===== config.mk =====
export PLATFORM = sky130hd
export DESIGN_NAME = mem_access
export DESIGN_NICKNAME = d
export VERILOG_FILES = /design/src/rtl/mem_access.sv
export SDC_FILE = /design/constraint.sdc
export NUM_CORES = 1
export LEC_CHECK = 0
export ABC_AREA = 1
export BUFFER_PORTS_ARGS = -buffer_cell sky130_fd_sc_hd__buf_2
export CORE_AREA = 2 2 162 164
export DETAILED_ROUTE_END_ITERATION = 10
export DIE_AREA = 0 0 164 166
export PLACE_DENSITY = 0.62
export RECOVER_POWER = 100
export SLEW_MARGIN = 15
export SYNTH_ARGS = -nofsm -noshare
export SYNTH_HDL_FRONTEND = slang
export SYNTH_SLANG_ARGS = --single-unit

===== constraint.sdc =====
create_clock -name clk -period 13.2 [get_ports clk]
set_input_delay 1.98 -clock clk [delete_from_list [all_inputs] [get_ports clk]]
set_output_delay 1.98 -clock clk [all_outputs]
set_load 0.03 [all_outputs]

===== src/rtl/mem_access.sv =====
// MEM-stage load/store unit for a 5-stage MIPS pipeline.
// Sits between the EX/MEM outputs and the MEM/WB register. Issues word-aligned
// req/ack data-memory accesses with big-endian byte enables, stalls the pipeline
// until the access completes, extends load data, and flags misaligned accesses.
//
// Ports:
//   clk, rst (async, active-high)
//   i_memop, i_addr, i_sdata      : memory op, effective byte address, store data
//   i_waddr/i_we/i_wdata          : GPR writeback fields from EX/MEM
//   i_whi/i_wlo/i_hi/i_lo         : hi/lo writeback fields (always passed through)
//   o_mem_*                       : writeback fields toward MEM/WB
//   o_stall_req                   : hold the pipeline while a bus access is in flight
//   o_dm_req/we/addr/be/wdata     : data-memory bus request (be[3] = byte offset 0)
//   i_dm_ack, i_dm_rdata          : bus completion, read data valid with ack
//   o_adel/o_ades/o_badaddr       : misaligned load/store flag and faulting address
//
// Byte lanes and the load extractor assume DW = 32.
module mem_access #(
  parameter int unsigned DW  = 32,
  parameter int unsigned RAW = 5,
  parameter int unsigned MAW = 32
) (
  input  logic           clk,
  input  logic           rst,
  input  logic [3:0]     i_memop,
  input  logic [MAW-1:0] i_addr,
  input  logic [DW-1:0]  i_sdata,
  input  logic [RAW-1:0] i_waddr,
  input  logic           i_we,
  input  logic [DW-1:0]  i_wdata,
  input  logic           i_whi,
  input  logic           i_wlo,
  input  logic [DW-1:0]  i_hi,
  input  logic [DW-1:0]  i_lo,
  output logic [RAW-1:0] o_mem_waddr,
  output logic           o_mem_we,
  output logic [DW-1:0]  o_mem_wdata,
  output logic           o_mem_whi,
  output logic           o_mem_wlo,
  output logic [DW-1:0]  o_mem_hi,
  output logic [DW-1:0]  o_mem_lo,
  output logic           o_stall_req,
  output logic           o_dm_req,
  output logic           o_dm_we,
  output logic [MAW-1:0] o_dm_addr,
  output logic [3:0]     o_dm_be,
  output logic [DW-1:0]  o_dm_wdata,
  input  logic           i_dm_ack,
  input  logic [DW-1:0]  i_dm_rdata,
  output logic           o_adel,
  output logic           o_ades,
  output logic [MAW-1:0] o_badaddr
);

  localparam logic [3:0] OpLb  = 4'd1;
  localparam logic [3:0] OpLbu = 4'd2;
  localparam logic [3:0] OpLh  = 4'd3;
  localparam logic [3:0] OpLhu = 4'd4;
  localparam logic [3:0] OpLw  = 4'd5;
  localparam logic [3:0] OpSb  = 4'd6;
  localparam logic [3:0] OpSh  = 4'd7;
  localparam logic [3:0] OpSw  = 4'd8;

  localparam logic [1:0] StIdle = 2'd0;
  localparam logic [1:0] StBus  = 2'd1;
  localparam logic [1:0] StDone = 2'd2;

  logic [1:0]     state_q, state_d;
  logic [3:0]     op_q;
  logic [1:0]     off_q;
  logic [MAW-1:0] addr_q;
  logic [3:0]     be_q;
  logic [DW-1:0]  sdata_q;
  logic           store_q;
  logic [DW-1:0]  rdata_q;

  logic           is_load, is_store, misaligned, start;
  logic [3:0]     be_d;
  logic [DW-1:0]  sdata_d;
  logic [7:0]     ld_byte;
  logic [15:0]    ld_half;
  logic [DW-1:0]  ld_data;

  // Decode the incoming op and build the bus lanes for it.
  always_comb begin
    is_load    = (i_memop >= OpLb) && (i_memop <= OpLw);
    is_store   = (i_memop >= OpSb) && (i_memop <= OpSw);
    misaligned = 1'b0;
    be_d       = 4'b1111;
    sdata_d    = i_sdata;
    unique case (i_memop)
      OpLb, OpLbu, OpSb: begin
        be_d    = 4'b1000 >> i_addr[1:0];
        sdata_d = {4{i_sdata[7:0]}};
      end
      OpLh, OpLhu, OpSh: begin
        misaligned = i_addr[0];
        be_d       = i_addr[1] ? 4'b0011 : 4'b1100;
        sdata_d    = {2{i_sdata[15:0]}};
      end
      OpLw, OpSw: misaligned = |i_addr[1:0];
      default: ;
    endcase
    start = (is_load || is_store) && !misaligned;
  end

  always_comb begin
    state_d = state_q;
    unique case (state_q)
      StIdle:  if (start) state_d = StBus;
      StBus:   if (i_dm_ack) state_d = StDone;
      StDone:  state_d = StIdle;
      default: state_d = StIdle;
    endcase
  end

  always_ff @(posedge clk or posedge rst) begin
    if (rst) begin
      state_q <= StIdle;
      op_q    <= '0;
      off_q   <= '0;
      addr_q  <= '0;
      be_q    <= '0;
      sdata_q <= '0;
      store_q <= 1'b0;
      rdata_q <= '0;
    end else begin
      state_q <= state_d;
      if (state_q == StIdle && start) begin
        op_q    <= i_memop;
        off_q   <= i_addr[1:0];
        addr_q  <= {i_addr[MAW-1:2], 2'b00};
        be_q    <= be_d;
        sdata_q <= sdata_d;
        store_q <= is_store;
      end
      if (state_q == StBus && i_dm_ack) rdata_q <= i_dm_rdata;
    end
  end

  // Big-endian lane select: offset 0 lives in bits 31:24.
  always_comb begin
    unique case (off_q)
      2'd0:    ld_byte = rdata_q[31:24];
      2'd1:    ld_byte = rdata_q[23:16];
      2'd2:    ld_byte = rdata_q[15:8];
      default: ld_byte = rdata_q[7:0];
    endcase
    ld_half = off_q[1] ? rdata_q[15:0] : rdata_q[31:16];
    unique case (op_q)
      OpLb:    ld_data = {{24{ld_byte[7]}}, ld_byte};
      OpLbu:   ld_data = {24'd0, ld_byte};
      OpLh:    ld_data = {{16{ld_half[15]}}, ld_half};
      OpLhu:   ld_data = {16'd0, ld_half};
      default: ld_data = rdata_q;
    endcase
  end

  // Writeback/exception outputs; everything is forced low while reset is held.
  always_comb begin
    o_mem_waddr = '0;
    o_mem_we    = 1'b0;
    o_mem_wdata = '0;
    o_mem_whi   = 1'b0;
    o_mem_wlo   = 1'b0;
    o_mem_hi    = '0;
    o_mem_lo    = '0;
    o_stall_req = 1'b0;
    o_adel      = 1'b0;
    o_ades      = 1'b0;
    o_badaddr   = '0;
    if (!rst) begin
      o_mem_waddr = i_waddr;
      o_mem_we    = i_we;
      o_mem_wdata = i_wdata;
      o_mem_whi   = i_whi;
      o_mem_wlo   = i_wlo;
      o_mem_hi    = i_hi;
      o_mem_lo    = i_lo;
      unique case (state_q)
        StIdle: begin
          if (is_load || is_store) o_mem_we = 1'b0;
          if (start) o_stall_req = 1'b1;
          if (misaligned) begin
            o_adel    = is_load;
            o_ades    = is_store;
            o_badaddr = i_addr;
          end
        end
        StBus: begin
          o_stall_req = 1'b1;
          o_mem_we    = 1'b0;
        end
        StDone: begin
          if (store_q) o_mem_we = 1'b0;
          else         o_mem_wdata = ld_data;
        end
        default: ;
      endcase
    end
  end

  // Bus side is purely register-driven; reset clears it asynchronously.
  assign o_dm_req   = (state_q == StBus);
  assign o_dm_we    = store_q;
  assign o_dm_addr  = addr_q;
  assign o_dm_be    = be_q;
  assign o_dm_wdata = sdata_q;

endmodule


==> results.sh, run 1 <==
export IMPL_status="finished, violations left"
export IMPL_violations="max-capacitance violations, max-slew violations"
export IMPL_clock_skew_ps=10.6
export IMPL_p_switching_uw=974
export IMPL_swShare_pct=53.0
export IMPL_synth_area_leaders="dfrtp_1, nand2_1, inv_1"
export IMPL_syn_to_final_growth_pct=33.9
export IMPL_drt_iter0_markers=498
export IMPL_maxCapViolations=5
export IMPL_drive_above_1_share_pct=17.4
export IMPL_layout_nets=1602
export IMPL_holdCritStartpoint="o_dm_be[0]"
export IMPL_leakagePower_uw=0.00488
export IMPL_hold_viol=0
export IMPL_num_vias=7519
export IMPL_clock_sinks=107
export IMPL_relSlewSlack_pct=-122
export IMPL_p_int_uw=863
export IMPL_seqPwrFrac_pct=31.8
export IMPL_p_comb_share_pct=52.6
export IMPL_crit_arrival_ps=6950
export IMPL_crit_family="buffers and inverters"
export IMPL_numCtsBuffers=9
export IMPL_synthDominantCellAreaShare_pct=40.3
export IMPL_ir_drop_uv=106
export IMPL_top_level_ports=416
export IMPL_cts_max_path_buffers=2
export IMPL_met1_usage_pct=23.1
export IMPL_cp_end_kind="output pin"
export IMPL_viasPerCell=4.33
export IMPL_crit_start="rst"
export IMPL_synth_edf_count=0
export IMPL_synth_most_common_cell="nand2_1"
export IMPL_final_antenna_net_count=0
export IMPL_rows=59
export IMPL_dieArea_um2=27200
export IMPL_worstPathCellList="buf_2 -> buf_4 -> clkinvlp_2 -> nand4_1 -> buf_4 -> nor2_1 -> clkbuf_1"
export IMPL_path_class="in -> out"
export IMPL_antenna_found_initial=0
export IMPL_cts_setup_buffers=0
export IMPL_clock_power_share_pct=15.6
export IMPL_powerDensity_nw_per_um2=207
export IMPL_async_reset_ff_share_pct=100
export IMPL_wl_per_cell_um=14.9
export IMPL_hold_path_class="reg -> reg"
export IMPL_synth_cell_area_um2=6650
export IMPL_whs_path_depth=2
export IMPL_clk_pin_slew_worst_paths_ps=80
export IMPL_cpMaxStageDelayCell="clkinvlp_2"
export IMPL_path_buf_inv=5
export IMPL_clock_fmax_mhz=112
export IMPL_fin_tns_setup_ps=0
export IMPL_crit_top_cell="buf_4"
export IMPL_synth_distinct_cells=31
export IMPL_grt_use_total_pct=18.3
export IMPL_core_um2=25600
export IMPL_worstSetupStartpointType="input pin"
export IMPL_utilization_pct=34.7
export IMPL_cp_depth=7
export IMPL_rr_startpoint="state_q[1]"
export IMPL_worstMarginPinSlew_ps=3330
export IMPL_dp_hpwl_mm=20.1
export IMPL_slowest_delay_ps=2620
export IMPL_initial_core_util_pct=25.9
export IMPL_tritoncts="done"
export IMPL_cts_resized_gates=0
export IMPL_fp_dieW_um=164
export IMPL_ys_seq_area_share_pct=40.3
export IMPL_yosys_register_bits=107
export IMPL_reg2reg_depth=6
export IMPL_min_to="o_dm_be[0]"
export IMPL_rsz0062_at_grt="false"
export IMPL_fp_dieH_um=166
export IMPL_grt_pass1_vias=6934
export IMPL_grt_overflow_total=0
export IMPL_cts_hold_buf=0
export IMPL_synth_warnings=0
export IMPL_clk_latency_ps=360
export IMPL_route_detailed_drc=0
export IMPL_first_pass_iters=5
export IMPL_yosys_area_top_type="dfrtp_1"
export IMPL_r2r_end="o_dm_addr[27]"
export IMPL_required_ps=11220
export IMPL_setup_violations=0
export IMPL_grt_use_met2_pct=31.8
export IMPL_finalCriticalPeriod_ps=8930
export IMPL_cts_htree_levels=3
export IMPL_rrSetupSlack_ps=7280
export IMPL_port_buffers=413
export IMPL_gp_congestion=0.837
export IMPL_grt_util_met3_pct=4.15
export IMPL_grt_pass1_wl_mm=38.8
export IMPL_period_share_pct=67.6
export IMPL_crit_fanout=83
export IMPL_synth_avg_cell_area_um2=6.52
export IMPL_synthCells=1020
export IMPL_busiest_layer="met2"
export IMPL_drv_slew=307
export IMPL_cts_root_buf="clkbuf_16"
export IMPL_grt_max_degree=96
export IMPL_fillers=2868
export IMPL_synth_top_cells_by_count="nand2_1, inv_1, nor2_1"
export IMPL_drt_wl_total_mm=25.8
export IMPL_antenna_diode_count=0
export IMPL_synth_ff_type="dfrtp_1"
==> kinds of logic (layout without fill, tap and decap cells) <==
| logic type | count (synthesis) | count (layout) | synth area share [%] |
|---|---|---|---|
| AO/OA/AOI/OAI | 230 | 230 | 18.3 |
| XOR/XNOR | 2 | 2 | 0.377 |
| buffers and inverters | 247 | 626 | 15.4 |
| flip-flops | 107 | 107 | 40.3 |
| other | 1 | 2 | 0.0564 |
| AND/OR/NAND/NOR | 433 | 433 | 25.5 |
==> layer usage <==
metal  part of all wire, %  wire [um]
met1                    43      11000
met2                    48      12500
met3                   7.7       1990
met4                   1.2        297
met5                     0          0
==> per-stage QoR <==
stage	total power, uW	cells	worst slack [ps]	hold WS [ps]	instance area (um^2)
after floorplan	1280	1021	4820	466	6650
after global placement	1600	1719	7170	452	8890
after detailed placement	1620	1719	7070	457	8890
after CTS	1910	1735	7060	479	9200
after global routing	1990	1735	3410	504	8900
final	1840	1735	4270	479	8900
==> power by group through the flow <==
stage / Sequential (uW) / Combinational (uW) / Clock (uW)
detailed placement: 584 / 1030 / 0
CTS: 581 / 1030 / 296
floorplan: 762 / 520 / 0
global placement: 583 / 1020 / 0
global route: 607 / 1070 / 307
finish: 585 / 967 / 286
==> worst max path at each step <==
stage / endpoint / slack (ps)
2_1_floorplan: o_mem_wdata[22] / 4820
3_3_place_gp: o_adel / 7170
3_5_place_dp: o_badaddr[25] / 7070
4_1_cts: o_badaddr[25] / 7060
5_1_grt: o_badaddr[15] / 3410
6_report: o_badaddr[5] / 4270
==> layout make-up <==
| class | instances | area (um^2) | share of cell area, % |
|---|---|---|---|
| multi-input cells | 667 | 2920 | 32.8 |
| flip-flops and latches | 107 | 2680 | 30.1 |
| repair buffers | 421 | 1870 | 21.0 |
| inverters | 189 | 712 | 8.00 |
| well taps | 335 | 419 | 4.71 |
| clock buffers | 9 | 225 | 2.53 |
| clock inverters | 7 | 81.3 | 0.914 |
==> worst reg2reg max path, delay by kind of cell, from the launching register on <==
family,cells,cell delay (ps)
buffers and inverters,2,3010
AND/OR/NAND/NOR,3,1620
AO/OA/AOI/OAI,1,720
flip-flops,1,440
==> cells in the final DEF (no fill, tap or decap) <==
master,count
o211ai_1,7
clkinv_4,1
dfrtp_1,107
inv_6,2
or2_2,1
clkinv_1,1
inv_1,186
a21oi_2,2
clkbuf_16,9
nand4_1,1
buf_4,5
nor2_4,1
nand3_2,1
xnor2_1,1
clkinv_8,2
a21oi_1,44
nor4_1,2
nand2_1,266
nor2_1,133
clkbuf_1,203
clkinvlp_2,2
o21ai_0,167
xor2_2,1
o21ai_1,1
conb_1,2
and2_0,1
o21ai_2,1
buf_2,213
a211oi_1,1
nand3_1,27
o21a_1,7
inv_8,2
==> flip-flops by register name, summed over array words and instances, names as in the netlist <==
signal      flops
o_dm_be         4
o_dm_addr      30
state_q         2
off_q           2
o_dm_wdata     32
o_dm_we         1
op_q            4
rdata_q        32
Note: power is estimated with default switching activity, not from simulation.
==> run 2, diff against run 1 <==
--- a/config.mk
+++ b/config.mk
@@ -7,10 +7,10 @@
 export LEC_CHECK = 0
 export ABC_AREA = 1
 export BUFFER_PORTS_ARGS = -buffer_cell sky130_fd_sc_hd__buf_2
-export CORE_AREA = 2 2 162 164
+export CORE_AREA = 2 2 164 166
 export DETAILED_ROUTE_END_ITERATION = 10
-export DIE_AREA = 0 0 164 166
-export PLACE_DENSITY = 0.62
+export DIE_AREA = 0 0 166 168
+export PLACE_DENSITY = 0.61
 export RECOVER_POWER = 100
 export SLEW_MARGIN = 15
 export SYNTH_ARGS = -nofsm -noshare
==> constraint.sdc (replaced) <==
create_clock -name clk -period 8.8 [get_ports clk]
set_input_delay 1.32 -clock clk [delete_from_list [all_inputs] [get_ports clk]]
set_output_delay 1.32 -clock clk [all_outputs]
set_load 0.03 [all_outputs]
==> results.sh, run 2 (synthesis gave the netlist of run 1 again) <==
export IMPL_crit_arrival_ps=4390
export IMPL_cts_setup_buffers=0
export IMPL_antenna_found_initial=3
export IMPL_leakagePower_uw=0.00484
export IMPL_wl_per_cell_um=14.8
export IMPL_relSlewSlack_pct=-157
export IMPL_final_cell_mix="nand2_1, clkbuf_1, buf_2, inv_1, o21ai_0"
export IMPL_worstMarginPinSlew_ps=3860
export IMPL_rr_startpoint="state_q[1]"
export IMPL_violations="max-capacitance violations, max-slew violations"
export IMPL_r2r_end="o_dm_wdata[16]"
export IMPL_drv_slew=303
export IMPL_grt_pass1_vias=7098
export IMPL_drt_wl_total_mm=25.8
export IMPL_powerDensity_nw_per_um2=309
export IMPL_cts_max_path_buffers=2
export IMPL_clk_latency_ps=360
export IMPL_cts_hold_buf=0
export IMPL_holdCritStartpoint="o_dm_wdata[7]"
export IMPL_fillers=3036
export IMPL_grt_use_total_pct=17.9
export IMPL_fp_dieW_um=166
export IMPL_layout_nets=1602
export IMPL_status="finished, violations left"
export IMPL_path_class="in -> out"
export IMPL_multi_input_area_um2=2920
export IMPL_maxCapViolations=5
export IMPL_grt_overflow_total=0
export IMPL_required_ps=7480
export IMPL_numCtsBuffers=9
export IMPL_cts_resized_gates=0
export IMPL_num_vias=7574
export IMPL_clock_sinks=107
export IMPL_min_to="o_dm_wdata[7]"
export IMPL_fin_tns_setup_ps=0
export IMPL_clock_fmax_mhz=175
export IMPL_cp_end_kind="output pin"
export IMPL_core_um2=26400
export IMPL_clk_pin_slew_worst_paths_ps=70
export IMPL_rows=60
export IMPL_hold_path_class="reg -> reg"
export IMPL_drive_above_1_share_pct=16.9
export IMPL_tritoncts="done"
export IMPL_worstSetupStartpointType="input pin"
export IMPL_setup_violations=0
export IMPL_gp_congestion=0.802
export IMPL_grt_max_degree=101
export IMPL_cts_root_buf="clkbuf_16"
export IMPL_grt_pass1_wl_mm=39.5
export IMPL_whs_path_depth=2
export IMPL_final_antenna_net_count=0
export IMPL_fp_dieH_um=168
export IMPL_setup_ws_ps=3090
export IMPL_viasPerCell=4.35
export IMPL_route_detailed_drc=0
export IMPL_clock_skew_ps=9.95
export IMPL_top_level_ports=416
export IMPL_dieArea_um2=27900
export IMPL_crit_fanout=26
export IMPL_ir_drop_uv=128
export IMPL_drt_iter0_markers=519
export IMPL_regArea_um2=2680
export IMPL_hold_viol=0
export IMPL_dp_hpwl_mm=20.1
export IMPL_cts_htree_levels=3
export IMPL_place_ws_ps=4160
export IMPL_first_pass_iters=5
export IMPL_port_buffers=413
export IMPL_reg2reg_depth=6
export IMPL_rrSetupSlack_ps=4330
export IMPL_initial_core_util_pct=25.2
export IMPL_rsz0062_at_grt="false"
export IMPL_period_share_pct=64.9
export IMPL_finalCriticalPeriod_ps=5710
export IMPL_syn_to_final_growth_pct=33.6
export IMPL_final_common_cell="nand2_1"
==> run 2: cell types whose count changed in the layout (fill, tap and decap cells not counted), moves of 2 or more <==
cell	before	now
clkinv_8	2	0
clkbuf_1	203	211
buf_4	5	3
inv_6	2	4
diode_2	0	2
buf_2	213	207
clkinvlp_2	2	0
==> run 2: worst max-delay path, stage by stage <==
cell,delay [ps]
clkbuf_1,250
inv_1,70
nor2_1,130
nand2_1,90
nand2_1,110
clkinv_1,80
and2_0,160
nor2_1,1240
inv_4,350
a21oi_2,220
clkbuf_1,360
==> run 2: metal layers <==
| layer | GRT usage (%) | part of all wire, % |
|---|---|---|
| met5 | 0 | 0 |
| met1 | 22.6 | 43 |
| met4 | 3.89 | 1.5 |
| met3 | 4.96 | 8.2 |
| met2 | 30.4 | 47 |
==> run 2: through the flow <==
step	util, %	cell area (um^2)	hold WS (ps)	power, uW	instances
2_1_floorplan	-	6650	466	1920	1021
3_3_place_gp	33.8	8900	453	2410	1725
3_5_place_dp	33.8	8900	456	2430	1725
4_1_cts	34.9	9190	477	2850	1741
5_1_grt	33.7	8880	495	2970	1743
6_report	33.7	8880	478	2740	1743
==> run 2: how the worst max path moves through the flow <==
stage / startpoint / end / slack, ps / cells past startpoint
5_1_grt: rst / o_dm_addr[4] / 2200 / 4
3_5_place_dp: rst / o_ades / 4160 / 7
3_3_place_gp: rst / o_ades / 4210 / 7
6_report: i_memop[2] / o_stall_req / 3090 / 11
4_1_cts: rst / o_ades / 4150 / 7
2_1_floorplan: rst / o_mem_wdata[22] / 1740 / 4
==> run 2: final cells by class <==
cell class | instances | share of cell area, %
sequential | 107 | 30.1
clock buffer | 9 | 2.54
tap | 341 | 4.80
inverter | 189 | 8.07
multi-input combinational | 667 | 32.9
timing repair buffer | 421 | 20.8
clock inverter | 7 | 0.662
antenna | 2 | 0.0564
==> run 2: where the power goes <==
| group | internal [uW] | total [uW] | switching, uW |
|---|---|---|---|
| Sequential | 726 | 880 | 154 |
| Combinational | 365 | 1450 | 1090 |
| Clock | 198 | 410 | 212 |
| Total | 1290 | 2740 | 1450 |
==> run 3, diff against run 2 <==
--- a/config.mk
+++ b/config.mk
@@ -7,10 +7,10 @@
 export LEC_CHECK = 0
 export ABC_AREA = 1
 export BUFFER_PORTS_ARGS = -buffer_cell sky130_fd_sc_hd__buf_2
-export CORE_AREA = 2 2 164 166
+export CORE_AREA = 2 2 162 164
 export DETAILED_ROUTE_END_ITERATION = 10
-export DIE_AREA = 0 0 166 168
-export PLACE_DENSITY = 0.61
+export DIE_AREA = 0 0 164 166
+export PLACE_DENSITY = 0.64
 export RECOVER_POWER = 100
 export SLEW_MARGIN = 15
 export SYNTH_ARGS = -nofsm -noshare
==> constraint.sdc (replaced) <==
create_clock -name clk -period 4.8 [get_ports clk]
set_input_delay 0.72 -clock clk [delete_from_list [all_inputs] [get_ports clk]]
set_output_delay 0.72 -clock clk [all_outputs]
set_load 0.03 [all_outputs]
==> results.sh, run 3 (synthesis gave the netlist of run 1 again) <==
export IMPL_status="finished, violations left"
export IMPL_violations="max-capacitance violations, max-slew violations"
export IMPL_fp_dieW_um=164
export IMPL_clock_skew_ps=16.6
export IMPL_worstMarginPinSlew_ps=1860
export IMPL_hold_viol=0
export IMPL_initial_core_util_pct=25.9
export IMPL_cts_max_path_buffers=2
export IMPL_rsz0062_at_grt="false"
export IMPL_clock_fmax_mhz=248
export IMPL_setup_violations=0
export IMPL_worstSetupStartpointType="flip-flop"
export IMPL_route_detailed_drc=0
export IMPL_crit_fanout=36
export IMPL_required_ps=4080
export IMPL_final_common_cell="nand2_1"
export IMPL_wl_per_cell_um=14.8
export IMPL_fin_tns_setup_ps=0
export IMPL_grt_pass1_wl_mm=39.1
export IMPL_finalCriticalPeriod_ps=4030
export IMPL_numCtsBuffers=9
export IMPL_antenna_found_initial=0
export IMPL_gp_congestion=0.905
export IMPL_rrSetupSlack_ps=1740
export IMPL_final_antenna_net_count=0
export IMPL_rr_startpoint="state_q[1]"
export IMPL_clk_pin_slew_worst_paths_ps=80
export IMPL_fp_dieH_um=166
export IMPL_first_pass_iters=5
export IMPL_final_instance_count_excl_fill=1734
export IMPL_cts_resized_gates=0
export IMPL_grt_overflow_total=0
export IMPL_relSlewSlack_pct=-24.0
export IMPL_viasPerCell=4.40
export IMPL_cts_root_buf="clkbuf_16"
export IMPL_dieArea_um2=27200
export IMPL_cts_hold_buf=0
export IMPL_finalInstanceArea_um2=8910
export IMPL_antenna_diode_count=0
export IMPL_utilization_pct=34.8
export IMPL_clk_latency_ps=370
export IMPL_clock_sinks=107
export IMPL_powerDensity_nw_per_um2=573
export IMPL_grt_max_degree=87
export IMPL_drt_iter0_markers=413
export IMPL_hold_path_class="in -> async"
export IMPL_placed_cell_area_um2=8900
export IMPL_num_vias=7631
export IMPL_final_cell_mix="nand2_1, clkbuf_1, buf_2, inv_1, o21ai_0"
export IMPL_rows=59
export IMPL_layout_nets=1601
export IMPL_port_buffers=413
export IMPL_cts_htree_levels=3
export IMPL_maxCapViolations=2
export IMPL_syn_to_final_growth_pct=34.1
export IMPL_cts_setup_buffers=0
export IMPL_path_class="reg -> out"
export IMPL_r2r_end="o_dm_wdata[21]"
export IMPL_top_level_ports=416
export IMPL_grt_use_total_pct=18.4
export IMPL_crit_start="off_q[1]"
export IMPL_p_total_uw=5100
export IMPL_drv_slew=156
export IMPL_cp_end_kind="output pin"
export IMPL_dp_hpwl_mm=20.2
export IMPL_period_share_pct=84.0
export IMPL_leakagePower_uw=0.00487
export IMPL_drive_above_1_share_pct=16.9
export IMPL_grt_pass1_vias=7152
export IMPL_core_um2=25600
export IMPL_tritoncts="done"
export IMPL_drt_wl_total_mm=25.6
export IMPL_cp_endpoint="o_mem_wdata[27]"
export IMPL_ir_drop_uv=279
export IMPL_crit_arrival_ps=3310
export IMPL_reg2reg_depth=6
export IMPL_dp_cells=1718
run 3: cell types whose count changed in the layout (fill, tap and decap cells not counted), moves of 2 or more:
cell	change
clkinv_8	+3
clkbuf_1	-3
diode_2	-2
clkbuf_2	+4
inv_6	-3
buf_4	-2
inv_8	+2
run 3: through the flow:
step | hold slack, ps | setup slack [ps]
after CTS | 426 | 1020
after global routing | 454 | 404
after global placement | 450 | 1500
after detailed placement | 453 | 1420
final | 412 | 767
after floorplan | 466 | 845
run 3: critical path: stages (launching register included):
cell      delay, ps
dfrtp_1        1080
o21ai_0         220
nand3_1         130
nand3_1         310
nand2_1         500
o21ai_0         210
a21oi_1         160
clkbuf_1        330
run 3: how the worst min path moves through the flow:
stage,slack [ps],endpoint,cells after the start
CTS,430,rdata_q[6],2
global placement,450,o_dm_wdata[7],2
global route,450,rdata_q[6],2
detailed placement,450,o_dm_wdata[7],2
finish,410,rdata_q[6],2
floorplan,470,rdata_q[16],2
run 3: routing by layer:
layer | vias to the layer above | wire, um | GRT usage (%)
met2 | 312 | 12400 | 32.4
met1 | 3425 | 10800 | 22.6
met5 | - | 0 | 0
met4 | 0 | 571 | 4.73
met3 | 38 | 1880 | 3.95
li1 | 3856 | - | -
run 3: cell type report:
cell class / count / area [um^2]
Fill cell: 2930 / 16700
Multi-Input combinational cell: 667 / 2920
Sequential cell: 107 / 2680
Timing Repair Buffer: 420 / 1840
Inverter: 189 / 717
Tap cell: 335 / 419
Clock buffer: 9 / 225
Clock inverter: 7 / 113
run 3: where the power goes:
group	leakage, uW	internal (uW)	switching (uW)
Combinational	0.00339	655	1930
Clock	0.000164	430	409
Sequential	0.00132	1330	347
